--- config.mk ---
export PLATFORM = sky130hd
export DESIGN_NAME = mat_operand_loader
export DESIGN_NICKNAME = d
export VERILOG_FILES = /design/src/rtl/mat_operand_loader.sv
export SDC_FILE = /design/constraint.sdc
export NUM_CORES = 1
export LEC_CHECK = 0
export BUFFER_PORTS_ARGS = -buffer_cell sky130_fd_sc_hd__buf_2
export CORE_ASPECT_RATIO = 0.5
export CORE_MARGIN = 2
export CORE_UTILIZATION = 47
export DETAILED_ROUTE_END_ITERATION = 8
export PLACE_DENSITY = 0.72
export SLEW_MARGIN = 20
export SYNTH_ARGS = -nofsm -noshare
export SYNTH_HDL_FRONTEND = slang
export SYNTH_SLANG_ARGS = --single-unit
--- constraint.sdc ---
create_clock -name clk -period 3.5 [get_ports clk]
set_input_delay 0.175 -clock clk [delete_from_list [all_inputs] [get_ports clk]]
set_output_delay 0.175 -clock clk [all_outputs]
set_load 0.05 [all_outputs]
--- src/rtl/mat_operand_loader.sv ---
// Operand feeder for the 4x4 matrix add/sub path: streams 16 A entries then 16 B entries,
// packs them MSB-first, pulses add_en and holds operands until the path reports finish.
module mat_operand_loader #(
  parameter int ENTRY_W   = 4,
  parameter int N_ENTRIES = 16,
  localparam int BUS_W    = ENTRY_W * N_ENTRIES,
  localparam int IDX_W    = $clog2(N_ENTRIES)
) (
  input  logic               clk,
  input  logic               rst,
  input  logic               start_load,
  input  logic               op_sign,
  input  logic               abort,
  input  logic [ENTRY_W-1:0] entry_in,
  input  logic               entry_valid,
  output logic               entry_ready,
  output logic [BUS_W-1:0]   mat_A,
  output logic [BUS_W-1:0]   mat_B,
  output logic               sign,
  output logic               add_en,
  input  logic               add_finish,
  output logic               load_sel,
  output logic [IDX_W-1:0]   load_idx,
  output logic               busy,
  output logic               done,
  output logic [2:0]         state_dbg
);

  // Handshake: an entry transfers on a rising clk edge where entry_valid and entry_ready are
  // both high; entry_ready is high only while loading, and entry_in is ignored otherwise.

  typedef enum logic [2:0] {
    IDLE   = 3'd0,
    LOAD_A = 3'd1,
    LOAD_B = 3'd2,
    FIRE   = 3'd3,
    WAIT   = 3'd4,
    DONE   = 3'd5
  } state_t;

  localparam logic [IDX_W-1:0] IDX_ONE  = IDX_W'(1);
  localparam logic [IDX_W-1:0] IDX_LAST = IDX_W'(N_ENTRIES - 1);

  state_t state_q, state_d;
  logic   xfer;
  logic   idx_last;

  assign entry_ready = (state_q == LOAD_A) || (state_q == LOAD_B);
  assign xfer        = entry_valid && entry_ready;
  assign idx_last    = (load_idx == IDX_LAST);
  assign add_en      = (state_q == FIRE);
  assign load_sel    = (state_q == LOAD_B);
  assign busy        = (state_q != IDLE) && (state_q != DONE);
  assign done        = (state_q == DONE);
  assign state_dbg   = state_q;

  always_ff @(posedge clk or posedge rst) begin
    if (rst) state_q <= IDLE;
    else     state_q <= state_d;
  end

  always_comb begin
    state_d = state_q;
    case (state_q)
      IDLE, DONE: if (start_load) state_d = LOAD_A;
      LOAD_A: begin
        if (abort)                 state_d = IDLE;
        else if (xfer && idx_last) state_d = LOAD_B;
      end
      LOAD_B: begin
        if (abort)                 state_d = IDLE;
        else if (xfer && idx_last) state_d = FIRE;
      end
      FIRE:    state_d = WAIT;
      WAIT:    if (add_finish) state_d = DONE;
      default: state_d = IDLE;
    endcase
  end

  // Operand datapath; abort wins over a same-cycle transfer so that entry is dropped.
  always_ff @(posedge clk or posedge rst) begin
    if (rst) begin
      mat_A    <= '0;
      mat_B    <= '0;
      sign     <= 1'b0;
      load_idx <= '0;
    end else begin
      case (state_q)
        IDLE, DONE: begin
          if (start_load) begin
            mat_A    <= '0;
            mat_B    <= '0;
            sign     <= op_sign;
            load_idx <= '0;
          end
        end
        LOAD_A, LOAD_B: begin
          if (abort) begin
            mat_A    <= '0;
            mat_B    <= '0;
            load_idx <= '0;
          end else if (xfer) begin
            // Increment wraps 15->0 exactly at the A->B hand-over and at the end of B.
            load_idx <= load_idx + IDX_ONE;
            for (int i = 0; i < N_ENTRIES; i++) begin
              if (load_idx == i[IDX_W-1:0]) begin
                if (state_q == LOAD_A) mat_A[(N_ENTRIES-1-i)*ENTRY_W +: ENTRY_W] <= entry_in;
                else                   mat_B[(N_ENTRIES-1-i)*ENTRY_W +: ENTRY_W] <= entry_in;
              end
            end
          end
        end
        default: ;
      endcase
    end
  end

endmodule

Word level (Yosys, flattened, before mapping). Index checks and enable logic that the tools add are counted.

Output and inout bits: 141. Memories: 0. ROM bits: 0. Bits in latches: 0. Input bits: 11. Flip-flop bits (word level): 136. Logic and storage cells: 177. RAM bits: 0.

Multipliers: 0. Magnitude comparators: 0. Div/mod/pow operators: 0. Muxes and demuxes: 52. Shift-type cells: 0. Reductions and logical operators: 45. Eq/ne operators: 44. $add $sub $neg: 1. Bitwise logic cells: 0.

Operators with widths (number): $mux W64 (5); $pmux W64 S2 (2); $reduce_and A5 Y1 (32); $mux W4 (37); $ne A3 B3 Y1 const B (20); $eq A4 B4 Y1 const B (8); $mux W3 (6); $eq A4 B3 Y1 const B (4); $pmux W3 S5 (1); $eq A4 B2 Y1 const B (2); $pmux W4 S2 (1); $eq A3 B2 Y1 const B (2); $eq A3 B3 Y1 const B (2); $ne A3 B2 Y1 const B (2); $add A4 B1 Y4 const B (1); $eq A4 B1 Y1 const B (1); $logic_not A4 Y1 (1); $ne A2 B2 Y1 const B (2); $reduce_and A4 Y1 (1); $reduce_or A2 Y1 (2); $eq A3 B1 Y1 const B (1); $logic_and A1 B1 Y1 (3); $logic_not A3 Y1 (1); $reduce_and A3 Y1 (1); 4 further kinds (4).

Longest topological paths before layout. Gate-level depths: netlist of run 1.

Depth after elaboration: 7. Gate-level depth with buffers: 8. Depth with buffers taken out: 6.

Worst setup path after synthesis of run 1. No wires, ideal clock.

Kind: flip-flop to flip-flop. Start point: register state_q[1] (netlist: state_dbg[1]). End point: register mat_A[20]. Arrival: 2.564 ns. Data required time: 3.379 ns. Period minus slack after synthesis: 2.685 ns. Stages on the path, launching flop included: 8. Buffers on the path: 2. Path slack: 0.815 ns. Library setup time: 0.121 ns. Path through: dfrtp_1 -> buf_4 -> nor3b_2 -> a2bb2oi_1 -> and2_1 -> buf_6 -> or2_4 -> a22o_1.

Longest elaborated chain between the ends: 5. Elaborated cells between the ends (all ways): 15. Those cells by class: eq/ne: 7; mux: 1; reduce/logical: 7.

Ends and longest elaborated chain: start, declared (line 44) `state_t state_q, state_d;`; start signal, assigned (line 59) `else state_q <= state_d;`; $eq A3 B2 Y1 (*); net load_sel (line 22) `output logic load_sel,`; $logic_or A1 B1 Y1 (line 48) `assign entry_ready = (state_q == LOAD_A) || (state_q == LOAD_B);`; $logic_and A1 B1 Y1 (line 49) `assign xfer = entry_valid && entry_ready;`; $ne A3 B3 Y1 (no source line); $reduce_and A5 Y1 (no source line); end signal, assigned by index (line 107) `if (state_q == LOAD_A) mat_A[(N_ENTRIES-1-i)*ENTRY_W +: ENTRY_W] <= entry_in;`; end, declared (line 17) `output logic [BUS_W-1:0] mat_A,`.

Mark *: on every way through the listed nets, which the timed path passes. The rest lies on a longest branch. A chain may end at the register's enable or synchronous reset.

Worst setup path after layout of run 1.
Start point: register state_q[2] (netlist: state_dbg[2]). End point: register mat_B[21].

Longest elaborated chain between the ends: 5. Elaborated cells between the ends (all ways): 15. Those cells by class: eq/ne: 7; mux: 1; reduce/logical: 7.

Ends and longest elaborated chain: $eq A3 B1 Y1 or $eq A3 B2 Y1 (tied branches) (line 48, 88, 107); $logic_or A1 B1 Y1 (line 48); $logic_and A1 B1 Y1 (line 49); $ne A3 B3 Y1 (no source line); $reduce_and A5 Y1 (no source line); end signal, assigned by index (line 108) `else mat_B[(N_ENTRIES-1-i)*ENTRY_W +: ENTRY_W] <= entry_in;`; end, declared (line 18) `output logic [BUS_W-1:0] mat_B,`.

Several ways; a longest one is shown, not always the timed one.

==> run_results.csv, run 1 <==
group,metric,value,unit
run_status,outcome,"complete, but fails checks",
run_status,violations,"hold timing",
cts,cts_inserted_buffers,17,
placed_design,gp_routability_congestion,0.808,
die,die_y,81.6,um
synth,post-synth-top-area-cell,"dfrtp_1",
placed_design,io_buffers,151,
final_layout,syn2layout_area_growth,25.8,%
synth,syn_area_per_cell,11.7,sq um
die,initial_core_util,48.0,%
setup_path,start_kind,"flop",
setup_path,cp_max_fo,19,
cts,cts_buffer_depth,2,
route,wl_met3,1220,um
cts,cts-root-buf,"clkbuf_16",
final_layout,seqCellArea,0.00340,sq mm
grt,grt_pass1_vias,4385,
synth,synthesis.area,0.00566,sq mm
final_layout,diodes,0,
die,rows,28,
synth,synth_top_family_by_area,"compound AO/OA/AOI/OAI gates",
cts,holdBufCountCts,1,
synth,synth.area.top_cells,"dfrtp_1 60%, a22o_1 9.3%, o2bb2ai_1 6.8%",
route,drt_wl_total,15700,um
grt,grt_first_pass_wirelength,23900,um
route,routedWlPerCell,19.5,um
grt,overflow,0,
synth,yosysSeqAreaShare,60.2,%
die,dieArea,0.0130,sq mm
die,io_pins,152,
final_layout,layout_commonest_cell,"buf_2",
die,coreArea,0.0118,sq mm
route,top_layer_used,"met4",
timing,timing.final.crit_period,2.39,ns
route,wl_met2,7190,um
grt,antenna_found_initial,0,
pwr,p_leak,3.71,nW
timing,setup_slack,1.11,ns
setup_path,endpoint_kind,"flop",
timing,finalHoldViolCount,35,
run,maxCapViolCount,0,
route,drcViolationCount,0,
synth,ys_seq_elements,136,
timing,timing.hold.ws,-0.0657,ns
timing,relSlewSlack,43.1,%
route,drtIter0Drc,283,
final_layout,fillerInstances,997,
timing,rsz0062_at_grt,"false",
synth,ys_warn_count,0,
placed_design,place_hpwl,10700,um
synth,synth_xor_area_share,0,%
synth,yosys-mux-area-fraction,0.398,%
setup_path,rr_worst_depth,5,
route,dr.pass1.iters,5,
pwr,irDropWorstVdd,0.291,mV
final_layout,final_cell_mix,"151 x buf_2, 136 x dfrtp_1, 60 x nand2_1, 60 x a22o_1, 55 x o21ai_0",
route,vias,4580,
setup_path,timing_worst_setup_path_type,"reg -> reg",
hold_path,hp-class,"in -> async",
cts,clk_latency,0.42,ns
cts,cts_resized,0,
timing,maxSlewViolCount,0,
synth,synthCells,483,
die,dieWidth,159,um
route,avgViaCountPerCell,5.68,
final_layout,drive_above_1_share,32.4,%
synth,synthDistinctLibCells,39,
timing,tightest_slew,0.853,ns
grt,grt_max_degree,137,
setup_path,cp.arrival,2.65,ns
cts,post_cts_buffers,0,
final_layout,multiInputGateArea,0.00209,sq mm
timing,clock-skew-final,0.00540,ns
pwr,power_density,562,mW/mm^2
cts,clock_sinks,136,
route,met1_length,7100,um
timing,tns,0,ns
placed_design,place_ws,1.17,ns
synth,synth_simple_gate_area_share,11.3,%
cts,ctsHtreeMaxLevel,4,
cts,cts.clk_slew.worst_paths,0.06,ns
synth,yosys.area_share.adder,0.885,%
synth,synth_nets,498,
route,final_antenna_net_count,0,
synth,synth_top_area_share,60.2,%
cts,cts_tree,"built",
timing,timing.fmax,418,MHz
grt,grtUsageTotal,24.3,%
final_layout,nets,644,
setup_path,critPathRequiredTime,3.76,ns
timing,finalCritPeriodShare,68.3,%
timing,finalSetupViolCount,0,
synth,synth_compound_area_share,24.3,%
through the flow:
stage	utilization (%)	std cells	instance area [sq um]	power, mW
5_1_grt	60.4	807	7120	4.14
6_report	60.4	807	7120	4.00
4_1_cts	60.4	807	7120	4.02
3_3_place_gp	55.3	774	6510	2.22
2_1_floorplan	-	483	5660	2.09
3_5_place_dp	55.3	774	6510	2.23
state kept, by name, summed over array words and instances (netlist names):
| signal | count |
|---|---|
| sign | 1 |
| load_idx | 4 |
| state_dbg | 3 |
| mat_B | 64 |
| mat_A | 64 |
cell families after synthesis:
logic type | after synthesis
AO/OA/AOI/OAI | 185
flip-flops | 136
AND/OR/NAND/NOR | 123
buffers and inverters | 33
adder cells (fa/ha/maj) | 4
multiplexers | 2
final cells by class:
cell class                 instances  area share [%]
sequential                       136            47.8
multi-input combinational        314            29.3
timing repair buffer             155            11.3
clock buffer                      19            6.37
tap                              165            2.90
clock inverter                    13            1.99
inverter                           5           0.317
synth_stat cells:
master,n
a31o_2,1
dfrtp_1,136
buf_4,3
o22ai_1,1
ha_1,4
and2b_1,1
and2_0,1
a22oi_2,1
a21boi_0,5
a21o_1,3
nor3_1,3
buf_2,14
a22o_1,60
o2bb2ai_1,44
o21ai_1,2
clkbuf_1,8
buf_1,1
nand4_1,1
a21oi_1,7
a2111o_1,1
o21ai_0,55
or2_4,4
a2bb2oi_1,2
buf_6,2
nand2_1,60
nor3b_2,1
or2_2,1
nor2_4,10
nand3_1,4
inv_1,5
nor2b_1,5
nor2_1,16
and2_1,9
o31ai_1,1
a32o_1,1
a21boi_1,1
mux2_2,2
nand2b_1,6
nor3b_1,1
worst max-delay path, stage by stage, from the launching register on:
cell,delay [ns]
dfrtp_1,0.69
mux2_2,0.42
a22oi_2,0.23
a21boi_0,0.13
nand2_1,0.54
o21ai_0,0.23
final timing paths:
| check | start | end | slack, ns |
|---|---|---|---|
| setup / recovery | state_dbg[2]$_DFFE_PP0P_ | mat_B[21]$_DFFE_PP0P_ | 1.11 |
| max in group asynchronous | rst | mat_A[11]$_DFFE_PP0P_ | 3.02 |
| hold reg to reg | mat_B[27]$_DFFE_PP0P_ | mat_B[27]$_DFFE_PP0P_ | 0.49 |
| min in group clk | entry_in[0] | mat_B[0]$_DFFE_PP0P_ | 0.06 |
| hold / removal | rst | mat_A[40]$_DFFE_PP0P_ | -0.07 |
| setup reg to reg | state_dbg[2]$_DFFE_PP0P_ | mat_B[21]$_DFFE_PP0P_ | 1.11 |
power breakdown:
group	leakage, nW	internal [mW]	switching [mW]
registers	1.89	1.61	0.0341
clock network	0.287	1.09	0.704
logic	1.53	0.125	0.438
total	3.71	2.82	1.18
routing by layer:
layer / vias to the layer above / global-route usage, %
li1: 2064 / -
met1: 2309 / 33.0
met2: 183 / 38.3
met3: 24 / 7.73
met4: 0 / 6.64
met5: - / 0
Power figures use the tool's default switching activity.
==> run 2: changes to the inputs <==
- CORE_UTILIZATION: 47 -> 52
- PLACE_DENSITY: 0.72 -> 0.76
- clock period: 3.5 -> 2.4 ns (I/O delays scaled with it)
==> run 2 against run 1 <==
Against the previous run:
- the run now ends clean
- sequential power grew 46%
- critical path depth is 1 higher
- first-iteration DRC count up 24%
- largest power group unchanged
==> run_results.csv, run 2 (synthesis gave the netlist of run 1 again) <==
group,metric,value,unit
die,dieArea,0.0118,sq mm
timing,timing.fmax,459,MHz
setup_path,reg2reg_slack,0.22,ns
timing,timing.final.crit_period,2.18,ns
cts,clk_latency,0.42,ns
final_layout,nets,661,
route,drcViolationCount,0,
setup_path,rr_worst_depth,6,
setup_path,cp_num_cells,6,
hold_path,holdPathStages,3,
die,io_pins,152,
cts,cts.clk_slew.worst_paths,0.06,ns
cts,cts_buffer_depth,2,
timing,timing.hold.ws,0.0116,ns
run_status,outcome,"completed",
grt,antenna_found_initial,0,
setup_path,cp.arrival,2.48,ns
cts,cts-root-buf,"clkbuf_16",
cts,cts_tree,"built",
placed_design,placed_cells,764,
timing,setup_slack,0.219,ns
final_layout,syn2layout_area_growth,28.6,%
route,final_antenna_net_count,0,
timing,clock-skew-final,0.00692,ns
pwr,irDropWorstVdd,0.514,mV
cts,cts_resized,0,
placed_design,gp_routability_congestion,0.821,
final_layout,final_cells,798,
setup_path,path_delay_family,"simple AND/OR/NAND/NOR gates",
grt,grt_pass1_vias,4580,
placed_design,place_ws,0.265,ns
final_layout,top_regs,"mat_A (64), mat_B (64), load_idx (4)",
route,routedWlPerCell,19.5,um
die,coreArea,0.0104,sq mm
pwr,power,6.00,mW
final_layout,finish.utilization,70.1,%
final_layout,diodes,0,
placed_design,io_buffers,151,
setup_path,endpoint_kind,"flop",
grt,grtUsageTotal,27.6,%
hold_path,hold_path_end,"mat_B[2]$_DFFE_PP0P_",
timing,tightest_slew,0.593,ns
setup_path,worst-path-buf-inv,1,
hold_path,hp-class,"in -> reg",
timing,finalCritPeriodShare,90.9,%
grt,grt_first_pass_wirelength,24700,um
final_layout,multiInputGateArea,0.00210,sq mm
setup_path,timing_worst_setup_path_type,"reg -> reg",
die,die_y,77.7,um
placed_design,place_hpwl,10800,um
cts,cts_inserted_buffers,17,
route,vias,4671,
route,drt_wl_total,15500,um
hold_path,min_from,"entry_in[2]",
timing,rsz0062_at_grt,"false",
final_layout,fillerInstances,789,
die,initial_core_util,54.5,%
grt,grt_max_degree,71,
setup_path,critPathRequiredTime,2.70,ns
timing,finalSetupViolCount,0,
placed_design,placed_area,0.00662,sq mm
final_layout,drive_above_1_share,34.0,%
final_layout,final_cell_mix,"151 x buf_2, 135 x dfrtp_1, 60 x nand2_1, 60 x a22o_1, 55 x o21ai_0",
final_layout,layout_commonest_cell,"buf_2",
setup_path,crit_chain,"nand2b_1 > a2bb2oi_1 > and2_1 > buf_4 > nor2_4 > a22o_1",
timing,finalHoldViolCount,0,
cts,post_cts_buffers,0,
timing,tns,0,ns
final_layout,seqCellArea,0.00340,sq mm
setup_path,start_kind,"flop",
cts,clock_sinks,136,
setup_path,r2r-end,"mat_A[31]$_DFFE_PP0P_",
pwr,power_density,826,mW/mm^2
die,dieWidth,151,um
setup_path,crit_slowest_cell,"and2_1",
route,dr.pass1.iters,5,
pwr,p_leak,3.80,nW
die,rows,26,
run,maxCapViolCount,0,
setup_path,timing.rr.start,"state_dbg[1]$_DFFE_PP0P_",
route,avgViaCountPerCell,5.85,
setup_path,critical-path-max-stage-delay,0.53,ns
timing,relSlewSlack,60.5,%
final_layout,final_area,0.00727,sq mm
cts,ctsHtreeMaxLevel,4,
setup_path,cp_max_fo,12,
timing,maxSlewViolCount,0,
route,drtIter0Drc,351,
grt,overflow,0,
-- run 2: changes by cell type in the layout (fill, tap and decap cells not counted), sizes merged --
cell,previous run,this run
clkinv,3,4
bufinv,2,4
clkbuf,19,17
buf,154,169
dlygate4sd3,1,3
inv,9,7
-- run 2: power by group --
part | internal (mW) | switching (mW)
Sequential | 2.34 | 0.0430
Combinational | 0.210 | 0.649
Clock | 1.74 | 1.01
Total | 4.30 | 1.71
-- run 2: metal layers --
layer | global-route usage (%) | vias up | wire [um]
met5 | 0 | - | 0
met4 | 8.60 | 0 | 199
met3 | 5.29 | 21 | 987
met2 | 44.8 | 171 | 7520
met1 | 38.0 | 2374 | 6830
li1 | - | 2105 | -
-- run 2: how the worst max path moves through the flow --
stage	end	slack, ns	from
final	mat_A[31]$_DFFE_PP0P_	0.22	state_dbg[1]$_DFFE_PP0P_
after global routing	mat_A[31]$_DFFE_PP0P_	0.09	state_dbg[1]$_DFFE_PP0P_
after CTS	mat_A[31]$_DFFE_PP0P_	0.24	state_dbg[1]$_DFFE_PP0P_
after detailed placement	mat_A[39]$_DFFE_PP0P_	0.27	state_dbg[1]$_DFFE_PP0P_
after global placement	mat_A[62]$_DFFE_PP0P_	0.31	state_dbg[1]$_DFFE_PP0P_
after floorplan	mat_A[20]$_DFFE_PP0P_	0.005	state_dbg[2]$_DFFE_PP0P_
-- run 2: worst min-delay path, cell delays in order --
cell       delay (ns)
buf_2            0.12
nand2_1          0.08
o2bb2ai_1        0.06
-- run 2: layout make-up --
class / count / area share (%)
clock inverter: 14 / 2.74
sequential: 136 / 46.8
timing repair buffer: 172 / 13.0
clock buffer: 17 / 5.85
multi-input combinational: 314 / 28.9
inverter: 5 / 0.310
tap: 140 / 2.41
-- run 2: what timing repair did --
action                     4_1_cts  5_1_grt
setup endpoints to repair        0        0
hold buffers                     3        0
hold endpoints to repair       138        0
